`src/rtl/control_sequencer_pkg.sv`:
```
// control_sequencer_pkg: opcodes, ALU codes, state set and opcode-to-ALU mapping
package control_sequencer_pkg;
  localparam logic [4:0] OP_LD   = 5'b00000;
  localparam logic [4:0] OP_LDI  = 5'b00001;
  localparam logic [4:0] OP_ST   = 5'b00010;
  localparam logic [4:0] OP_ADD  = 5'b00011;
  localparam logic [4:0] OP_SUB  = 5'b00100;
  localparam logic [4:0] OP_AND  = 5'b00101;
  localparam logic [4:0] OP_OR   = 5'b00110;
  localparam logic [4:0] OP_ROR  = 5'b00111;
  localparam logic [4:0] OP_ROL  = 5'b01000;
  localparam logic [4:0] OP_SHR  = 5'b01001;
  localparam logic [4:0] OP_SHRA = 5'b01010;
  localparam logic [4:0] OP_SHL  = 5'b01011;
  localparam logic [4:0] OP_ADDI = 5'b01100;
  localparam logic [4:0] OP_ANDI = 5'b01101;
  localparam logic [4:0] OP_ORI  = 5'b01110;
  localparam logic [4:0] OP_BR   = 5'b10011;
  localparam logic [4:0] OP_JR   = 5'b10100;
  localparam logic [4:0] OP_IN   = 5'b10110;
  localparam logic [4:0] OP_OUT  = 5'b10111;
  localparam logic [4:0] OP_NOP  = 5'b11010;
  localparam logic [4:0] OP_HALT = 5'b11011;
  localparam logic [4:0] ALU_NONE = 5'b00000;
  localparam logic [4:0] ALU_ADD  = 5'b00001;
  localparam logic [4:0] ALU_SUB  = 5'b00010;
  localparam logic [4:0] ALU_AND  = 5'b00011;
  localparam logic [4:0] ALU_OR   = 5'b00100;
  localparam logic [4:0] ALU_ROR  = 5'b00101;
  localparam logic [4:0] ALU_ROL  = 5'b00110;
  localparam logic [4:0] ALU_SHR  = 5'b00111;
  localparam logic [4:0] ALU_SHRA = 5'b01000;
  localparam logic [4:0] ALU_SHL  = 5'b01001;
  typedef enum logic [3:0] {S_RESET, S_F0, S_F1, S_F2, S_T3, S_T4, S_T5, S_T6, S_T7, S_HALTED} state_t;
  function automatic logic [4:0] alu_code(input logic [4:0] op);
    case (op)
      OP_ADD, OP_ADDI: alu_code = ALU_ADD;
      OP_SUB:          alu_code = ALU_SUB;
      OP_AND, OP_ANDI: alu_code = ALU_AND;
      OP_OR, OP_ORI:   alu_code = ALU_OR;
      OP_ROR:          alu_code = ALU_ROR;
      OP_ROL:          alu_code = ALU_ROL;
      OP_SHR:          alu_code = ALU_SHR;
      OP_SHRA:         alu_code = ALU_SHRA;
      OP_SHL:          alu_code = ALU_SHL;
      default:         alu_code = ALU_NONE;
    endcase
  endfunction
endpackage

```
`src/rtl/control_sequencer.sv`:
```
// control_sequencer: Moore fetch/execute control FSM driving datapath enables and selects
module control_sequencer
  import control_sequencer_pkg::*;
(
  input  logic        clk,
  input  logic        reset,
  input  logic        stop,
  input  logic [31:0] IR_Data,
  input  logic        con_output,
  output logic        run,
  output logic        PC_enable,
  output logic        PC_increment_enable,
  output logic        IR_enable,
  output logic        Y_enable,
  output logic        Z_enable,
  output logic        MAR_enable,
  output logic        MDR_enable,
  output logic        r_enable,
  output logic        con_enable,
  output logic        outport_enable,
  output logic        read,
  output logic        write,
  output logic        Gra,
  output logic        Grb,
  output logic        Grc,
  output logic        BAout,
  output logic        PC_select,
  output logic        Z_LO_select,
  output logic        MDR_select,
  output logic        c_select,
  output logic        r_select,
  output logic        inport_select,
  output logic [4:0]  alu_instruction
);
  state_t state, state_n;
  logic [4:0] op;
  logic [4:0] ir_op;
  logic unused_ir;
  logic known, is_ld, is_ldi, is_st, is_mem, is_r, is_imm, is_alu, is_br, is_jr, is_in, is_out, is_halt;
  assign ir_op = IR_Data[31:27];
  assign unused_ir = ^IR_Data[26:0];
  assign known = ir_op <= OP_ORI || ir_op == OP_BR || ir_op == OP_JR || ir_op == OP_IN || ir_op == OP_OUT || ir_op == OP_HALT;
  assign is_ld = op == OP_LD;
  assign is_ldi = op == OP_LDI;
  assign is_st = op == OP_ST;
  assign is_mem = is_ld | is_ldi | is_st;
  assign is_r = op >= OP_ADD && op <= OP_SHL;
  assign is_imm = op >= OP_ADDI && op <= OP_ORI;
  assign is_alu = is_r | is_imm;
  assign is_br = op == OP_BR;
  assign is_jr = op == OP_JR;
  assign is_in = op == OP_IN;
  assign is_out = op == OP_OUT;
  assign is_halt = op == OP_HALT;
  // State register; opcode latched at F2 so execute-state outputs depend only on registers
  always_ff @(posedge clk) begin
    if (reset) begin
      state <= S_RESET;
      op <= OP_NOP;
    end else begin
      state <= state_n;
      if (state == S_F2) op <= ir_op;
    end
  end
  // Next state and per-state control outputs, everything defaulting to 0
  always_comb begin
    {PC_enable, PC_increment_enable, IR_enable, Y_enable, Z_enable, MAR_enable, MDR_enable, r_enable,
     con_enable, outport_enable, read, write, Gra, Grb, Grc, BAout, PC_select, Z_LO_select, MDR_select,
     c_select, r_select, inport_select, alu_instruction} = '0;
    run = state != S_RESET && state != S_HALTED;
    state_n = state;
    case (state)
      S_RESET: state_n = S_F0;
      S_F0: begin
        PC_select = 1'b1;
        MAR_enable = 1'b1;
        state_n = stop ? S_HALTED : S_F1;
      end
      S_F1: begin
        PC_increment_enable = 1'b1;
        read = 1'b1;
        MDR_enable = 1'b1;
        state_n = S_F2;
      end
      S_F2: begin
        MDR_select = 1'b1;
        IR_enable = 1'b1;
        state_n = known ? S_T3 : S_F0;
      end
      S_T3: begin
        Grb = is_mem | is_alu;
        BAout = is_mem;
        Y_enable = is_mem | is_alu;
        Gra = is_br | is_jr | is_in | is_out;
        r_select = is_alu | is_br | is_jr | is_out;
        con_enable = is_br;
        PC_enable = is_jr;
        inport_select = is_in;
        r_enable = is_in;
        outport_enable = is_out;
        state_n = is_halt ? S_HALTED : (is_jr | is_in | is_out) ? S_F0 : S_T4;
      end
      S_T4: begin
        c_select = is_mem | is_imm;
        Grc = is_r;
        r_select = is_r;
        alu_instruction = is_alu ? alu_code(op) : is_mem ? ALU_ADD : ALU_NONE;
        Z_enable = is_mem | is_alu;
        PC_select = is_br;
        Y_enable = is_br;
        state_n = S_T5;
      end
      S_T5: begin
        Z_LO_select = !is_br;
        Gra = is_ldi | is_alu;
        r_enable = is_ldi | is_alu;
        MAR_enable = is_ld | is_st;
        c_select = is_br;
        alu_instruction = is_br ? ALU_ADD : ALU_NONE;
        Z_enable = is_br;
        state_n = (is_ldi | is_alu) ? S_F0 : S_T6;
      end
      S_T6: begin
        read = is_ld;
        MDR_enable = is_ld | is_st;
        Gra = is_st;
        r_select = is_st;
        Z_LO_select = is_br;
        PC_enable = is_br & con_output;
        state_n = is_br ? S_F0 : S_T7;
      end
      S_T7: begin
        MDR_select = is_ld;
        Gra = is_ld;
        r_enable = is_ld;
        write = is_st;
        state_n = S_F0;
      end
      S_HALTED: state_n = S_HALTED;
      default: state_n = S_RESET;
    endcase
  end
endmodule

```
`config.mk`:
```
export PLATFORM = sky130hd
export DESIGN_NAME = control_sequencer
export DESIGN_NICKNAME = d
export VERILOG_FILES = /design/src/rtl/control_sequencer_pkg.sv /design/src/rtl/control_sequencer.sv
export SDC_FILE = /design/constraint.sdc
export NUM_CORES = 1
export LEC_CHECK = 0
export CAP_MARGIN = 20
export CORE_MARGIN = 2
export CORE_UTILIZATION = 56
export DETAILED_ROUTE_END_ITERATION = 8
export DONT_BUFFER_PORTS = 1
export HOLD_SLACK_MARGIN = 0.05
export PLACE_DENSITY = 0.71
export SETUP_SLACK_MARGIN = 0.5
export SLEW_MARGIN = 20
export SYNTH_ARGS = -nofsm -noshare
export SYNTH_HDL_FRONTEND = slang
export SYNTH_SLANG_ARGS = --single-unit
```
`constraint.sdc`:
```
create_clock -name clk -period 2.5 [get_ports clk]
set_input_delay 0.25 -clock clk [delete_from_list [all_inputs] [get_ports clk]]
set_output_delay 0.25 -clock clk [all_outputs]
set_load 0.005 [all_outputs]
```
### Word-level counts from Yosys, hierarchy flattened

Memories as Yosys holds them, arrays and structs flattened. A register that Yosys moved wholly into a read port is not among the register bits.
Cells that the tools add are included.

| word-level totals | value |
|---|---|
| memories kept | 1 |
| output and inout bits | 28 |
| flip-flop bits (word level) | 9 |
| logic and storage cells | 95 |
| bits in read-only memories | 64 |
| bits of input ports | 36 |

Memory list:

| memory | depth | width | rd ports | clocked after memory_dff | wr ports | line | source |
|---|---|---|---|---|---|---|---|
| (no name shown) | 16 | 4 | 1 | 1 | 0 | control_sequencer_pkg.sv:36 | `case (op)` |

| cells by class | value |
|---|---|
| mux-type cells | 36 |
| bitwise logic cells | 16 |
| reduce and logical (&&, ||, !) cells | 13 |
| equal/unequal tests | 22 |
| $lt $le $gt $ge | 5 |

Operators with widths:

| kind | number |
|---|---|
| equality test 5 bit (second input constant) | 10 |
| case mux 4 bit (9 select lines) | 1 |
| 2-to-1 mux 4 bit | 5 |
| case mux 1 bit (2 select lines) | 10 |
| equality test 4 x 3 -> 1 bit (second input constant) | 4 |
| less-or-equal comparator 5 x 4 -> 1 bit (second input constant) | 3 |
| OR 1 bit | 15 |
| 2-to-1 mux 1 bit | 11 |
| 2-to-1 mux 5 bit | 2 |
| case mux 5 bit (2 select lines) | 1 |
| 2-to-1 mux 3 bit | 3 |
| equality test 4 x 2 -> 1 bit (second input constant) | 2 |
| equality test 4 bit (second input constant) | 2 |
| case mux 1 bit (3 select lines) | 2 |
| equality test 5 x 1 -> 1 bit (second input constant) | 1 |
| equality test 5 x 2 -> 1 bit (second input constant) | 1 |
| greater-or-equal comparator 5 x 2 -> 1 bit (second input constant) | 1 |
| greater-or-equal comparator 5 x 4 -> 1 bit (second input constant) | 1 |
| logical NOT 5 bit | 1 |
| logical OR 1 bit | 5 |
| equality test 4 x 1 -> 1 bit (second input constant) | 1 |
| logical NOT 4 bit | 1 |
| inequality test 4 bit (second input constant) | 1 |
| case mux 1 bit (4 select lines) | 1 |
| other kinds (5) | 7 |

### Depth between registers and ports, before layout

Gate-level depths: netlist (run 1).

| depth | value |
|---|---|
| depth after elaboration | 8 |
| mapped depth | 7 |
| gate-level depth less buffers | 6 |

### Worst setup path after synthesis (run 1)

OpenSTA, ideal clock, no wires.

| timing | value |
|---|---|
| kind | register to output |
| start point | register state[0] |
| end point | output PC_enable |
| setup slack | 0.836 ns |
| stages on the path, launching flop included | 6 |
| data required time | 2.250 ns |
| buffers on the path | 1 |
| arrival time | 1.414 ns |
| cell sequence | dfxtp_1 or4b_1 buf_2 nor3_4 nand2_2 o32ai_2 |

| between the ends | value |
|---|---|
| cells in the longest elaborated chain, start to end | 2 |
| elaborated cells on any way between the ends | 3 |
| those cells by class | 2 x eq/ne; 1 x mux |

Ends and longest elaborated chain:

| item | line | source |
|---|---|---|
| from (decl) | control_sequencer.sv:35 | `state_t state, state_n;` |
| from (signal assigned) | control_sequencer.sv:61 | `state <= state_n;` |
| equality test 4 x 3 -> 1 bit | control_sequencer.sv:72 | `case (state)` |
| case mux 1 bit (2 select lines) (*) | control_sequencer.sv:72 |  |
| to (decl) | control_sequencer.sv:11 | `output logic PC_enable,` |

Every way passes the cells marked *; elsewhere a longest branch is shown, timed or not.

### Final worst setup path (run 1)

| timing | value |
|---|---|
| start point | register state[1] |
| end point | output PC_enable |

The elaborated chain is that of the path after synthesis.

==> impl_results.md, run 1 <==
- Yosys top cell area share: 0.2114
- Worst slack, placed: 0.5063 ns
- Fin nets: 216
- Placed wire-length estimate: 2.244 mm
- Port Buf Inserts: 0
- Largest net degree at the start of global routing: 20
- Cell variety after synth: 54
- Max_cap viols: 0
- Row count: 16
- Die ar.: 2590 um2
- Min Tclk post-route: 1.984 ns
- Dpl cells: around 200
- Largest area contributor in the synthesized netlist: dfxtp_1
- Period utilisation layout: 0.7937
- CTS Buf Count: 3
- Yosys warnings: 0
- Avg Inst Size Synth: 7.035 um2
- FFs w/ async S/R, synth: 0
- Worst Path Arrival: 1.73 ns
- Final hold vios: 0
- DR iter-0 viols: a little over 40
- Fin Setup TNS: 0 ns
- Multi-input gate area: 899.6 um2
- DRC: 0
- H-tree lvl count: 1
- Worst-case clock buffer depth: 2
- Post-Syn Area: ~1200 um2
- Register area: 271.5 um2
- P_leak: 0.5621 nW
- Synth cell count leaders: 22 x nand2_1, 22 x nor2_1, 13 x dfxtp_1
- Share of cells above drive strength 1: 0.2235
- Gpl congestion: about 0.85
- Setup crit end kind: output port
- WP data required: 2.25 ns
- Final setup viols: 0
- Initial Util: 0.6089
- Synth Register Bits: 13
- Fin cells: 206
- Status: finished clean
- CP max FO: 8
- Syn nets: 211
- Vias: 1,335
- Sequential cell area fraction in the yosys report: 0.2114
- Syn Inst Count: between 150 and 200
- Final wirelength: 3.156 mm
- Fill cells: 166
- CORE AREA: 2022 um2
- Skew final: 0.001150 ns
- Initial antenna violation count: 0
- Gr usage total: 0.2604
- First-pass DRT Iterations: 4
- Clk sinks: 13
- Overflow after GRT: 0
- Root buf cell: clkbuf_4
- I/O pins: 64
- CTS clk-pin slew, worst paths: roughly 0.07 ns
- Vias per cell: roughly 6.5
- CTS tree: yes
- Clock Latency Late Sink: 0.27 ns
- Critical path type: reg2out
- Die X: 50.89 um
- Worst vdd ir: 0.0003602 V
- First-pass GRT wire length: 5.264 mm
- Peak Freq: roughly 0.50 GHz
- Die Y: between 50 and 60 um
- Mean routed wirelength per cell: approximately 15 um
- Main synth FF type: dfxtp_1
- Final worst slack: 0.5158 ns
- Main area contributors after synthesis: dfxtp_1 21%, nand2_1 6.7%, nor2_1 6.7%
- P&R area growth vs syn: 11.38%
- Max Slew Vio Count: 0
- Final Power: 0.4672 mW
- Hold Path Class: in2reg
- Antenna Cells: 0
- ANT nets after route: 0
- Vias in the first global route: 1,228
- Utilization of the core after routing: 0.6782
- Power per cell area: 340.7 nW/um2
- Post-synth EDFFs: 0
- RSZ-0062 raised after global routing: true
- CP startpoint kind: flip-flop
==> worst max-delay path, cell delays in order (launching register included) <==
cell,delay [ns]
dfxtp_4,0.37
or4b_4,0.58
nor3_4,0.17
nand2_2,0.09
o32ai_2,0.25
==> final timing paths <==
check | end | slack, ns | start | depth (start not counted)
setup / recovery | PC_enable | 0.52 | state[1] | 4
setup reg to reg | flip-flop | 0.74 | state[0] | 7
hold reg to reg | op[1] | 0.63 | op[1] | 2
hold / removal | op[4] | 0.13 | IR_Data[31] | 2
==> cell families (layout without fill, tap and decap cells) <==
| group | Yosys count | in the layout | share of synthesized area |
|---|---|---|---|
| simple gates | 98 | 98 | 0.4258 |
| compound gates | 35 | 35 | 0.2165 |
| buf+inv | 22 | 26 | 0.08231 |
| flops | 13 | 13 | 0.2114 |
| mux | 5 | 5 | 0.05386 |
| other cells | 1 | 1 | 0.003046 |
| xor+xnor | 1 | 1 | 0.007115 |
==> where the power goes <==
group          switching, mW  total [mW]  internal [mW]
combinational         0.0578       0.106         0.0485
clock                 0.0612       0.123         0.0617
sequential            0.0191       0.238          0.219
==> what timing repair did <==
| action | 4_1_cts | 5_1_grt |
|---|---|---|
| resized for setup | 8 | 8 |
| endpoints found under the setup margin | 12 | 11 |
| setup buffers | 3 | 3 |
| hold buffers | 1 | 0 |
| pin swaps | 1 | 2 |
| endpoints found under the hold margin | 1 | 0 |
==> cell usage in the layout (no fill, tap or decap), drive strengths merged, types with 2 or more instances in the layout <==
| cell type | count |
|---|---|
| o31ai | 2 |
| o32a | 2 |
| dfxtp | 13 |
| inv | 8 |
| o21ai | 4 |
| nand3 | 8 |
| nor2b | 5 |
| clkbuf | 4 |
| buf | 13 |
| mux2i | 5 |
| o2bb2ai | 2 |
| and3 | 2 |
| nor4 | 2 |
| nand2b | 6 |
| nand4 | 2 |
| nand4b | 2 |
| nor3 | 11 |
| a21oi | 6 |
| and2 | 4 |
| nor2 | 22 |
| nand3b | 2 |
| a211oi | 2 |
| nand2 | 23 |
| a31oi | 3 |
| o22ai | 2 |
| a32oi | 3 |
| or3 | 2 |
| o32ai | 2 |
==> per-layer routing <==
layer  share of wire  vias to the layer above  global-route usage
li1                -                      637                   -
met1            0.43                      613              0.3419
met2            0.46                       75              0.4276
met3           0.093                       10             0.03216
met4           0.019                        0              0.1171
met5               0                        -                   0
==> cell type report <==
class	count	share of cell area
well taps	27	0.02463
multi-input cells	140	0.6560
repair buffers	14	0.07847
inverters	8	0.02372
clock buffers	4	0.01916
flip-flops and latches	13	0.1980
==> stage by stage <==
step	instance area [um2]	hold WS (ns)
2_1_floorplan	1231	0.3870
3_3_place_gp	1249	0.3289
3_5_place_dp	1249	0.3346
4_1_cts	1329	0.1224
5_1_grt	1371	0.1344
6_report	1371	0.1252
Note: power is estimated with default switching activity, not from simulation.
==> inputs of run 2 (changes only) <==
- PLACE_DENSITY: 0.71 -> 0.74
- clock period: 2.5 -> 1.6 ns (I/O delays scaled with it)
==> run 2 against run 1 <==
Against the previous run: the run now fails in clock tree synthesis; synthesized area is the same; synthesized cell count is the same.
==> impl_results.md, run 2 <==
- Gpl congestion: 0.9124
- Yosys warnings: 0
- Die Y: 50.89 um
- Cell variety after synth: 54
- Die X: 50.89 um
- Worst-case clock buffer depth: 2
- Placed wire-length estimate: 2.544 mm
- Cell Area, Placed: roughly 1400 um2
- Synth cell count leaders: 22 x nand2_1, 22 x nor2_1, 13 x dfxtp_1
- CTS Buf Count: 3
- Syn nets: 211
- Synth Register Bits: 13
- Row count: 16
- Post-Syn Area: 1231 um2
- Status: stopped before the end
- Main area contributors after synthesis: dfxtp_1 21%, nand2_1 6.7%, nor2_1 6.7%
- Hold_buf cts: 3
- Dpl cells: 210
- Root buf cell: clkbuf_4
- Clk sinks: 13
- Syn Inst Count: 175
- Avg Inst Size Synth: 7.035 um2
- Largest area contributor in the synthesized netlist: dfxtp_1
- Sequential cell area fraction in the yosys report: 0.2114
- First error: [ERROR DPL-0033] detailed placement checks failed during check placement.
- Cts repair resizes: 80
- H-tree lvl count: 1
- Main synth FF type: dfxtp_1
- FFs w/ async S/R, synth: 0
- Initial Util: 0.6089
- I/O pins: 64
- Yosys top cell area share: 0.2114
- # Post-CTS Setup Buffers: 22
- Port Buf Inserts: 0
- Post-synth EDFFs: 0
- Fail Step: clock tree synthesis
run 2: cells by family after synthesis:
family          synth area share
buf+inv                  0.08231
other cells             0.003046
flops                     0.2114
simple gates              0.4258
xor+xnor                0.007115
compound gates            0.2165
mux                      0.05386
run 2: stage by stage:
stage | setup WS, ns | hold slack (ns)
detailed placement | -0.1037 | 0.2398
global placement | -0.05782 | 0.2391
floorplan | 0.04480 | 0.2970
==> inputs of run 3 (changes only) <==
- CORE_AREA: not set -> 2 2 63 65
- CORE_MARGIN: 2 -> not set
- CORE_UTILIZATION: 56 -> not set
- DIE_AREA: not set -> 0 0 65 67
- HOLD_SLACK_MARGIN: 0.05 -> not set
- PLACE_DENSITY: 0.74 -> not set
- PLACE_DENSITY_LB_ADDON: not set -> 0.15
- SETUP_SLACK_MARGIN: 0.5 -> not set
- clock period: 1.6 -> 2.1 ns (I/O delays scaled with it)
==> run 3 against run 2 <==
Against the previous run: the run now ends clean.
==> impl_results.md, run 3 (synthesis gave the netlist of run 1 again) <==
- Final setup viols: 0
- Final hold vios: 0
- Gpl congestion: about 0.84
- Slowest stage delay, CP: 0.56 ns
- CP max FO: 9
- Port Buf Inserts: 0
- Gr usage total: 0.1679
- CP startpoint kind: flip-flop
- Placed wire-length estimate: 2.631 mm
- Clock Latency Late Sink: ~0.24 ns
- Antenna Cells: 0
- FF-to-FF path depth: 4
- Initial Util: 0.3414
- Peak Freq: just over 0.5 GHz
- Final worst slack: 0.1338 ns
- CTS Buf Count: 3
- First-pass DRT Iterations: 4
- Setup crit end kind: output port
- CTS clk-pin slew, worst paths: roughly 0.050 ns
- Status: finished clean
- Root buf cell: clkbuf_8
- Clk sinks: 13
- Worst path top cell family by delay: simple AND/OR/NAND/NOR gates
- Worst vdd ir: ~0.00032 V
- Fin cells: 225
- Fin nets: 214
- CP Launch Point: state[2]
- Crit Reg-Reg Startpoint: op[2]
- Max_cap viols: 0
- Mean routed wirelength per cell: 15.21 um
- I/O pins: 64
- Final wirelength: 3.423 mm
- RSZ-0062 raised after global routing: false
- DR iter-0 viols: 139
- Die ar.: 4355 um2
- Largest net degree at the start of global routing: 16
- Hold Crit Start: reset
- Vias: 1,309
- Period utilisation layout: 0.9363
- Hold EP: state[1]
- H-tree lvl count: 1
- Worst slew pin tran: 0.5116 ns
- P_leak: 0.5560 nW
- DRC: 0
- Die Y: 67 um
- CORE AREA: 3606 um2
- Min Tclk post-route: 1.966 ns
- Vias per cell: 5.818
- Critical path type: reg2out
- Vias in the first global route: 1,227
- P&R area growth vs syn: 11.28%
- First-pass GRT wire length: 5.727 mm
- Hold Path Class: in2reg
- ANT nets after route: 0
- Row count: 22
- Most frequent cells in the layout: 22 x nor2_1, 22 x nand2_1, 13 x dfxtp_1
- Dpl cells: 221
- Initial antenna violation count: 0
- Slowest-stage cell, CP: or4b_4
- Hold Path Stages: 1
- Overflow after GRT: 0
- Hold Slack: roughly 0.044 ns
- Fin Setup TNS: 0 ns
- Worst-path cell chain: or4b_4, nor4_2, nand2_1, nand4_1
- Die X: around 65 um
- Worst Path Arrival: 1.76 ns
- Utilization of the core after routing: 0.3799
- Worst-case clock buffer depth: 2
- Skew final: 0.002747 ns
- Max Slew Vio Count: 0
- CP bufs+invs: 0
- Hold_buf cts: 0
- CTS tree: yes
- Worst slack, placed: 0.2505 ns
- WP data required: 1.89 ns
- Power per cell area: 450.3 nW/um2
- Reg2Reg Capture Point: state[2]
- Slew HR: 0.6585
- Share of cells above drive strength 1: 0.1638
- Reg2Reg Setup Slack: 0.40 ns
[run 3: layout make-up]
class / count / area, um2
inverters: 8 / 32.53
clock inverters: 1 / 5.005
clock buffers: 3 / 41.29
fillers: 382 / 2236
well taps: 48 / 60.06
multi-input cells: 140 / 880.8
repair buffers: 12 / 90.09
flip-flops and latches: 13 / 260.3
[run 3: metal layers]
| layer | up-vias | wire (um) | track usage |
|---|---|---|---|
| li1 | 634 | - | - |
| met1 | 608 | 1529 | 0.2249 |
| met2 | 57 | 1559 | 0.2706 |
| met3 | 10 | 238 | 0.02196 |
| met4 | 0 | 95 | 0.06915 |
| met5 | - | 0 | 0 |
[run 3: worst max-delay path by stage]
| stage | to | slack, ns | cells after the start |
|---|---|---|---|
| floorplan | PC_enable | 0.48 | 5 |
| global placement | alu_instruction[1] | 0.30 | 5 |
| detailed placement | alu_instruction[3] | 0.25 | 5 |
| CTS | Gra | 0.05 | 4 |
| global route | alu_instruction[3] | 0.0003 | 5 |
| finish | Gra | 0.13 | 4 |
[run 3: timing repair]
| item | 4_1_cts | 5_1_grt |
|---|---|---|
| gates resized for setup | 1 | 2 |
| setup buffers | 0 | 0 |
| setup endpoints to repair | 2 | 6 |
[run 3: worst register-to-register path: stages, from the launching register on]
cell and delay (ns):
dfxtp_1 0.63, or3b_2 0.49, a31oi_1 0.19, a2bb2oi_1 0.18, a21oi_1 0.08
[run 3: where the power goes]
part,internal [mW],switching [mW]
Clock,0.130,0.0815
Sequential,0.260,0.0161
Combinational,0.0534,0.0753
Total,0.444,0.173
[run 3: per-stage QoR]
step / power [mW] / area [um2]
finish: 0.6170 / 1370
global placement: 0.4048 / 1313
detailed placement: 0.4073 / 1313
global route: 0.6528 / 1370
floorplan: 0.3767 / 1231
CTS: 0.6215 / 1361
==> inputs of run 4 (changes only) <==
- CELL_PAD_IN_SITES_DETAIL_PLACEMENT: not set -> 1
- CELL_PAD_IN_SITES_GLOBAL_PLACEMENT: not set -> 2
- CORE_AREA: 2 2 63 65 -> not set
- CORE_MARGIN: not set -> 2
- CORE_UTILIZATION: not set -> 31
- DIE_AREA: 0 0 65 67 -> not set
==> run 4 against run 3 <==
Against the previous run: setup slack improved by 0.019 ns; fmax rose by 0.95%; global-route usage rose by 1.0 points; sequential share of layout area rose by 0.36 points; clock skew rose by 0.0029 ns; combinational power barely moved; die area rose by 3.1%; critical path type unchanged; critical path depth did not move.
==> impl_results.md, run 4 (synthesis gave the netlist of run 1 again) <==
- Status: finished clean
- Peak Freq: 0.5134 GHz
- Final hold vios: 0
- Final setup viols: 0
- Setup crit end kind: output port
- Vias per cell: 5.728
- Fin nets: 213
- Vias: 1,283
- P&R area growth vs syn: 10.77%
- Slew HR: 0.6577
- Row count: 22
- Worst Path Arrival: 1.74 ns
- Slowest-stage cell, CP: or4b_4
- Fill cells: 508
- Port Buf Inserts: 0
- Initial antenna violation count: 0
- Gr usage total: 0.1781
- Crit Reg-Reg Startpoint: state[2]
- Hold Path Stages: 1
- Most frequent cells in the layout: 22 x nor2_1, 22 x nand2_1, 11 x buf_4
- Die ar.: between 4000 and 5000 um2
- Gpl congestion: between 0.8 and 0.9
- CTS tree: yes
- Min Tclk post-route: 1.948 ns
- Hold_buf cts: 0
- CP max FO: 6
- P_leak: between 0.5 and 0.6 nW
- H-tree lvl count: 1
- Power per cell area: about 460 nW/um2
- Share of cells above drive strength 1: 0.1705
- Clock Latency Late Sink: 0.25 ns
- CORE AREA: 3744 um2
- Vias in the first global route: 1,226
- DRC: 0
- Max Slew Vio Count: 0
- Slowest stage delay, CP: 0.56 ns
- Hold Path Class: in2reg
- CP startpoint kind: flip-flop
- Mean routed wirelength per cell: 16.76 um
- Worst path top cell family by delay: simple AND/OR/NAND/NOR gates
- Critical path type: reg2out
- RSZ-0062 raised after global routing: false
- I/O pins: 64
- First-pass DRT Iterations: 4
- WP data required: approximately 1.9 ns
- Placed wire-length estimate: 2.879 mm
- Clk sinks: 13
- Worst-case clock buffer depth: 2
- CP Launch Point: state[2]
- Reg2Reg Setup Slack: 0.39 ns
- Overflow after GRT: 0
- Hold Crit Start: reset
- Final wirelength: 3.755 mm
- Skew final: roughly 0.0056 ns
- Root buf cell: clkbuf_8
- First-pass GRT wire length: 6.106 mm
- ANT nets after route: 0
- Worst slew pin tran: 0.5128 ns
- CTS clk-pin slew, worst paths: 0.05 ns
- Die Y: 67.02 um
- WP depth: 4
- Final Power: 0.6251 mW
- Worst vdd ir: 0.0003152 V
- DR iter-0 viols: 98
- Antenna Cells: 0
- Die X: approximately 67 um
- Worst-path cell chain: or4b_4, nor3_4, a32oi_1, o21ai_0
- Largest net degree at the start of global routing: 17
- Period utilisation layout: 0.9275
- CTS Buf Count: 3
- FF-to-FF path depth: 5
- Max_cap viols: 0
- CP bufs+invs: 0
- Initial Util: 0.3289
- Fin Setup TNS: 0 ns
[run 4: cell count changes in the layout (fill, tap and decap cells not counted), sizes merged]
cell	previous run	this run
buf	12	11
[run 4: power by group]
part / internal, mW / switching, mW / leakage (nW)
registers: 0.260 / 0.0156 / 0.105
clock network: 0.131 / 0.0891 / 0.0255
logic: 0.0522 / 0.0769 / 0.421
total: 0.444 / 0.182 / 0.552
[run 4: per-layer routing]
metal	global-route usage	wire (um)	vias up
met5	0	0	-
met1	0.2401	1785	609
met3	0.02196	196	5
met4	0.04592	48	0
met2	0.2970	1724	32
li1	-	-	637
[run 4: stage by stage]
stage          cells  hold WS, ns  utilization  area [um2]  worst slack [ns]
4_1_cts          224      0.03438       0.3610        1351          0.009104
6_report         224      0.03770       0.3643        1364            0.1523
2_1_floorplan    175       0.3470            -        1231            0.4761
3_3_place_gp     220       0.2899       0.3486        1305            0.2871
3_5_place_dp     220       0.2911       0.3486        1305            0.2757
5_1_grt          224      0.04042       0.3643        1364           0.04580
[run 4: final timing paths]
check | endpoint
setup / recovery | r_select
hold / removal | state[1]
setup reg to reg | state[3]
hold reg to reg | state[1]
[run 4: what timing repair did]
| action | 4_1_cts | 5_1_grt |
|---|---|---|
| setup buffers | 0 | 0 |
| endpoints found under the setup margin | 0 | 9 |
| gates resized for setup | 0 | 5 |
[run 4: area by class of cell]
class | instances | area [um2] | area share
Multi-Input combinational cell | 140 | 878.3 | 0.6440
Sequential cell | 13 | 264.0 | 0.1936
Timing Repair Buffer | 11 | 82.58 | 0.06055
Tap cell | 48 | 60.06 | 0.04404
Clock buffer | 3 | 41.29 | 0.03028
Inverter | 8 | 32.53 | 0.02385
Clock inverter | 1 | 5.005 | 0.003670
